## src/rtl/oct_pkg.sv

```systemverilog
// Shared definitions for the octal stopwatch: digit width, run/stop encoding
// and a constant-evaluable ceil(log2) for sizing the prescaler.
package oct_pkg;

  localparam int OCT_W = 3;

  typedef enum logic {
    ST_STOP = 1'b0,
    ST_RUN  = 1'b1
  } state_e;

  // Minimum result is 1 so a counter never ends up zero bits wide.
  function automatic int clog2(input int v);
    int r;
    r = 0;
    for (int i = 0; i < 31; i++) begin
      if ((1 << i) < v) r = i + 1;
    end
    return (r < 1) ? 1 : r;
  endfunction

endpackage

```

## src/rtl/oct_digit_cnt.sv

```systemverilog
// One octal digit of the stopwatch chain. cy_o flags that this digit would roll
// over (7 going up, 0 going down), so the next digit may step with it.
module oct_digit_cnt
  import oct_pkg::*;
(
  input  logic             clk_i,
  input  logic             rst_n_i,
  input  logic             en_i,
  input  logic             up_i,
  input  logic             clr_i,
  output logic [OCT_W-1:0] digit_o,
  output logic             cy_o
);

  logic [OCT_W-1:0] digit_q, digit_d;

  always_comb begin
    digit_d = digit_q;
    if (clr_i)     digit_d = '0;
    else if (en_i) digit_d = up_i ? digit_q + 3'd1 : digit_q - 3'd1;
  end

  always_ff @(posedge clk_i or negedge rst_n_i) begin
    if (!rst_n_i) digit_q <= '0;
    else          digit_q <= digit_d;
  end

  assign digit_o = digit_q;
  assign cy_o    = up_i ? (digit_q == 3'd7) : (digit_q == 3'd0);

endmodule

```

## src/rtl/oct_stopwatch.sv

```systemverilog
// Multi-digit octal up/down stopwatch: synchronizers, start/stop edge detect,
// run/stop FSM, tick prescaler and a chain of octal digit counters.
module oct_stopwatch
  import oct_pkg::*;
#(
  parameter int DIGITS   = 4,
  parameter int TICK_DIV = 50_000_000
) (
  input  logic                    clk_i,
  input  logic                    rst_n_i,
  input  logic                    start_stop_i,
  input  logic                    clear_i,
  input  logic                    up_i,
  output logic [OCT_W*DIGITS-1:0] digits_o,
  output logic                    running_o,
  output logic                    wrap_o
);

  localparam int            PW        = clog2(TICK_DIV);
  localparam logic [PW-1:0] PRESC_MAX = PW'(TICK_DIV - 1);

  logic [2:0]    ss_sync_q, ss_sync_d;
  logic [1:0]    clr_sync_q, clr_sync_d;
  logic [1:0]    up_sync_q, up_sync_d;
  state_e        state_q, state_d;
  logic [PW-1:0] presc_q, presc_d;
  logic          running_q, running_d;
  logic          wrap_q, wrap_d;

  logic              ss_p, clear_s, up_s, tick, carry_all;
  logic [DIGITS-1:0] en, cy;

  always_comb begin
    ss_sync_d  = {ss_sync_q[1:0], start_stop_i};
    clr_sync_d = {clr_sync_q[0], clear_i};
    up_sync_d  = {up_sync_q[0], up_i};

    ss_p    = ss_sync_q[1] & ~ss_sync_q[2];
    clear_s = clr_sync_q[1];
    up_s    = up_sync_q[1];

    tick = (state_q == ST_RUN) && (presc_q == PRESC_MAX);

    presc_d = presc_q;
    if (clear_s || tick)       presc_d = '0;
    else if (state_q == ST_RUN) presc_d = presc_q + 1'b1;

    // A toggle landing on a tick cycle still lets that tick through first.
    state_d = state_q;
    if (ss_p) state_d = (state_q == ST_RUN) ? ST_STOP : ST_RUN;
    running_d = (state_d == ST_RUN);

    // Ripple enable: digit k steps only when every lower digit rolls over.
    carry_all = tick;
    for (int k = 0; k < DIGITS; k++) begin
      en[k]     = carry_all;
      carry_all = carry_all & cy[k];
    end
    wrap_d = carry_all & ~clear_s;
  end

  always_ff @(posedge clk_i or negedge rst_n_i) begin
    if (!rst_n_i) begin
      ss_sync_q  <= '0;
      clr_sync_q <= '0;
      up_sync_q  <= '0;
      state_q    <= ST_STOP;
      presc_q    <= '0;
      running_q  <= 1'b0;
      wrap_q     <= 1'b0;
    end else begin
      ss_sync_q  <= ss_sync_d;
      clr_sync_q <= clr_sync_d;
      up_sync_q  <= up_sync_d;
      state_q    <= state_d;
      presc_q    <= presc_d;
      running_q  <= running_d;
      wrap_q     <= wrap_d;
    end
  end

  for (genvar g = 0; g < DIGITS; g++) begin : g_dig
    oct_digit_cnt u_dig (
      .clk_i   (clk_i),
      .rst_n_i (rst_n_i),
      .en_i    (en[g]),
      .up_i    (up_s),
      .clr_i   (clear_s),
      .digit_o (digits_o[g*OCT_W +: OCT_W]),
      .cy_o    (cy[g])
    );
  end

  assign running_o = running_q;
  assign wrap_o    = wrap_q;

endmodule
```

## config.mk

```make
export PLATFORM = sky130hd
export DESIGN_NAME = oct_stopwatch
export DESIGN_NICKNAME = d
export VERILOG_FILES = /design/src/rtl/oct_pkg.sv /design/src/rtl/oct_digit_cnt.sv /design/src/rtl/oct_stopwatch.sv
export SDC_FILE = /design/constraint.sdc
export NUM_CORES = 1
export LEC_CHECK = 0
export CORE_MARGIN = 3
export CORE_UTILIZATION = 40
export DETAILED_ROUTE_END_ITERATION = 10
export SKIP_CTS_REPAIR_TIMING = 1
export SYNTH_ARGS = -nofsm -noshare
export SYNTH_HDL_FRONTEND = slang
export SYNTH_SLANG_ARGS = --single-unit
```

## constraint.sdc

```tcl
create_clock -name clk_i -period 5.8 [get_ports clk_i]
set_input_delay 1.74 -clock clk_i [delete_from_list [all_inputs] [get_ports clk_i]]
set_output_delay 1.74 -clock clk_i [all_outputs]
set_load 0.01 [all_outputs]
```

Word-level counts from Yosys, hierarchy flattened
Index checks and enable logic that the tools add are counted. Widths: inputs -> output; s select.

Register bits after elaboration: 47. Output and inout port bits: 14. Word-level logic and storage cells: 62.

Add/sub/neg operators: 9. Equality and inequality tests: 5. Mux-type cells: 19. Bitwise logic cells: 8. Reduce and logical (&&, ||, !) cells: 11.

Operators with widths (number): $mux 26 (2); $mux 3 (12); $add 26x1->26 const B (1); $eq 26x26->1 const B (1); $add 3x1->3 const B (4); $eq 3x3->1 const B (4); $logic_not 3->1 (4); $sub 3x1->3 const B (4); $reduce_bool 2->1 (5); $and 1x1->1 (6); $mux 1 (5); $not 1->1 (2); $logic_and 1x1->1 (1); $logic_or 1x1->1 (1).

Logic depth before layout (Yosys ltp)
Word-level depth: 7. Mapped depth: 8. Depth with buffers taken out: 5.

Hierarchy
From an unflattened synthesis, not the netlist that was laid out.

Cell total of the unflattened synthesis: 236. Area total of the unflattened synthesis: 2373.5 um^2.

Modules (own cells, without submodules): oct_stopwatch (instances 1, cells each 164, area an instance 1652.8 um^2); oct_digit_cnt (instances 4, cells each 18, area an instance 180.2 um^2).

Worst setup path before layout
OpenSTA, ideal clock, no wires.

Path kind: reg-to-reg. From: register presc_q[7]. To: register g_dig[3].u_dig.digit_q[2]. Setup time: 0.125 ns. Data arrival time: 2.271 ns. Required time: 5.675 ns. Slack: 3.405 ns. Cell stages (with the launch flop): 5. Path through: dfrtp_1 -> or4_4 -> or4_2 -> nor4b_1 -> mux2_2.

Longest elaborated chain between the ends: 6.

RTL lines: start: declaration (line oct_stopwatch.sv:26) `logic [PW-1:0] presc_q, presc_d;`; start signal: assignment (line oct_stopwatch.sv:76) `presc_q <= presc_d;`; $eq 26x26->1 (line oct_stopwatch.sv:42) `tick = (state_q == ST_RUN) && (presc_q == PRESC_MAX);`; $logic_and 1x1->1 (line oct_stopwatch.sv:42); $and 1x1->1 (3 in a row) (line oct_stopwatch.sv:57) `carry_all = carry_all & cy[k];`; $reduce_bool 2->1 (no line); end signal: assignment (line oct_digit_cnt.sv:25) `else digit_q <= digit_d;`; end: declaration (line oct_digit_cnt.sv:15) `logic [OCT_W-1:0] digit_q, digit_d;`.

Every way passes these cells. A chain may end at the register's enable or synchronous reset.

Final worst setup path
From: register running_q, in the netlist running_o. To: output running_o.

RTL lines: start: declaration (line oct_stopwatch.sv:27) `logic running_q, running_d;`; start signal: assignment (line oct_stopwatch.sv:77) `running_q <= running_d;`; end: declaration (line oct_stopwatch.sv:15) `output logic running_o,`.

No word-level cell between the ends.

==> impl_metrics.csv <==
group,metric,value,unit
place,place_congestion,0.787,
critical_path,worst_setup_path_start_kind,"flip-flop",
min_path,min_from,"clr_sync_q[0]",
cells_and_area,finalNonFillerCells,340,
cells_and_area,fill_cells,591,
timing,slew_viol_final,0,
critical_path,r2r_slack,2.92,ns
floorplanning,io_pins,19,
drt,drt_wl_total,5450,um
floorplanning,row_count,28,
critical_path,cp_slowest_stage_delay,0.62,ns
clocking,h-tree-depth,2,
clocking,cts_tree,"built",
critical_path,slowest_stage,"clkdlybuf4s50_1",
clocking,cts-root-buf,"clkbuf_8",
critical_path,path_max_fanout,11,
timing,tightest_slew,1.07,ns
synthesis,syn-cell-area,2570,um2
synthesis,yosysSeqAreaShare,45.7,%
clocking,path_clk_slew,0.10,ns
place,placedInstanceArea,2750,um2
drt,drt_iter0_drc,149,
synthesis,syn_inst,253,
timing,setup_viol,0,
global_route,antenna_found_initial,0,
floorplanning,fp.dieH,86.2,um
cells_and_area,fin_util,47.0,%
cells_and_area,area_growth,10.8,%
critical_path,path_buf_inv,1,
timing,fin_skew,0.0117,ns
run_status,status,"finished, final reports clean",
global_route,grt_max_degree,48,
synthesis,ys_ff_latch,47,
critical_path,r2r-start,"presc_q[7]",
place,post-place-cells,332,
drt,drcViolationCount,0,
timing,timing.fmax,308,MHz
timing,period_share,56.0,%
synthesis,synthTopCellsByArea,"dfrtp_1, or4_1, a21oi_1",
global_route,grt_pass1_wl,9650,um
critical_path,critPathArrivalTime,1.51,ns
synthesis,syn_area_per_cell,10.2,um2
critical_path,crit_required,4.06,ns
synthesis,synth_top_area_share,45.7,%
floorplanning,core,6060,um2
critical_path,critPathKind,"flip-flop to output pin",
flow_run,cap_violations,0,
cells_and_area,n_antenna_cell,0,
drt,ant_nets,0,
floorplanning,dieArea,7430,um2
place,dp_hpwl,3610,um
synthesis,ys_types,42,
place,portBuffers,18,
drt,post_drt_wl_per_cell,16.0,um
drt,drt_first_pass_iters,6,
power_and_ir_drop,power.leakage,1.02,nW
cells_and_area,drive_gt1_share,7.92,%
synthesis,synth_top_cell_by_area,"dfrtp_1",
floorplanning,initial_utilization,42.4,%
power_and_ir_drop,powerDensity,221,nW/um2
cells_and_area,stdcell_area,2850,um2
min_path,hold_class,"flip-flop to flip-flop",
timing,layout_min_cycle_time,3.25,ns
timing,hold_viol_final,0,
critical_path,worstSetupEndpointType,"output pin",
power_and_ir_drop,fin_total_pwr,0.631,mW
clocking,cts_buffers,5,
critical_path,startpoint,"running_o",
clocking,clkSinkCount,47,
drt,via_count,2007,
timing,fin_setup_tns,0,ns
timing,rsz0062_at_grt,"no",
drt,viasPerCell,5.90,
critical_path,cp_top_family,"buffers and inverters",
synthesis,synth_nets,263,
floorplanning,die_w,86.2,um
clocking,cts_buffer_depth,2,
critical_path,path_cells,"clkdlybuf4s50_1",
global_route,grtUsageTotal,16.1,%
global_route,gr-total-overflow,0,
cells_and_area,layout_common_cells,"dfrtp_1, a21oi_1, nand4_1, or4_1, clkdlybuf4s50_1",
cells_and_area,nets,274,
global_route,grt_pass1_vias,2004,
clocking,clkLatencyLatePin,0.31,ns
timing,slew_headroom,28.7,%
power_and_ir_drop,peakVddDrop,0.177,mV
synthesis,ys_warn_count,0,
cells_and_area,final_common_cell,"dfrtp_1",
## cells by family after synthesis
kind of cell | share of synthesized area [%]
adders and majority gates | 3.60
xor gates and xnor gates | 4.77
and+or+nand+nor | 26.4
AOI/OAI and AO/OA | 12.3
muxes | 2.09
DFF | 45.7
buffers and inverters | 5.06
## per-layer routing
metal | GRT usage, % | share of wire, % | up-vias
li1 | - | - | 986
met1 | 22.0 | 49 | 978
met2 | 25.4 | 46 | 34
met3 | 3.23 | 3.4 | 9
met4 | 5.81 | 1.7 | 0
met5 | 0 | 0 | -
## worst paths after layout
path | depth (start not counted) | end
worst max register to register | 4 | presc_q[11]
worst max-delay path | 1 | running_o
worst min-delay path | 0 | clr_sync_q[1]
worst min register to register | 0 | clr_sync_q[1]
max in group asynchronous | 1 | presc_q[9]
min in group asynchronous | 1 | g_dig[2].u_dig.digit_o[1]
## stage by stage
step | setup slack (ns) | hold slack [ns]
6_report | 2.55 | 0.358
5_1_grt | 2.48 | 0.369
2_1_floorplan | 3.40 | 0.331
3_5_place_dp | 2.89 | 0.336
3_3_place_gp | 2.93 | 0.334
4_1_cts | 2.52 | 0.361
## power by group
group          internal, mW  total (mW)  switching, mW
registers             0.339       0.363         0.0235
clock network        0.0911       0.217          0.126
logic                0.0255      0.0513         0.0258
total                 0.456       0.631          0.175
## registers in the layout (all words and copies together), names as in the netlist
| signal | flops |
|---|---|
| running_o | 1 |
| presc_q | 26 |
| up_sync_q | 2 |
| wrap_o | 1 |
| clr_sync_q | 2 |
| ss_sync_q | 3 |
| g_dig.u_dig.digit_o | 12 |
## layout make-up
class / instances / area (um2) / share of cell area, %
clock buffer: 5 / 68.8 / 2.42
clock inverter: 3 / 28.8 / 1.01
inverter: 11 / 41.3 / 1.45
multi-input combinational: 181 / 1260 / 44.4
sequential: 47 / 1180 / 41.3
tap: 75 / 93.8 / 3.29
timing repair buffer: 18 / 175 / 6.15
## cell usage after synthesis, drive strengths merged
cell type,count
a211oi,1
a21o,1
a21oi,24
a222oi,1
a22o,1
a31o,2
and2,3
and4,7
buf,7
clkbuf,6
dfrtp,47
dlygate4sd1,1
fa,4
ha,1
inv,11
mux2,3
mux2i,2
nand2,12
nand2b,1
nand3,9
nand4,19
nand4b,1
nand4bb,2
nor2,14
nor2b,3
nor3,2
nor4,4
nor4b,1
o21ai,5
o31ai,16
or3,4
or4,23
or4bb,1
xnor2,8
xor2,6
No activity file was read; power rests on OpenSTA's default activity.
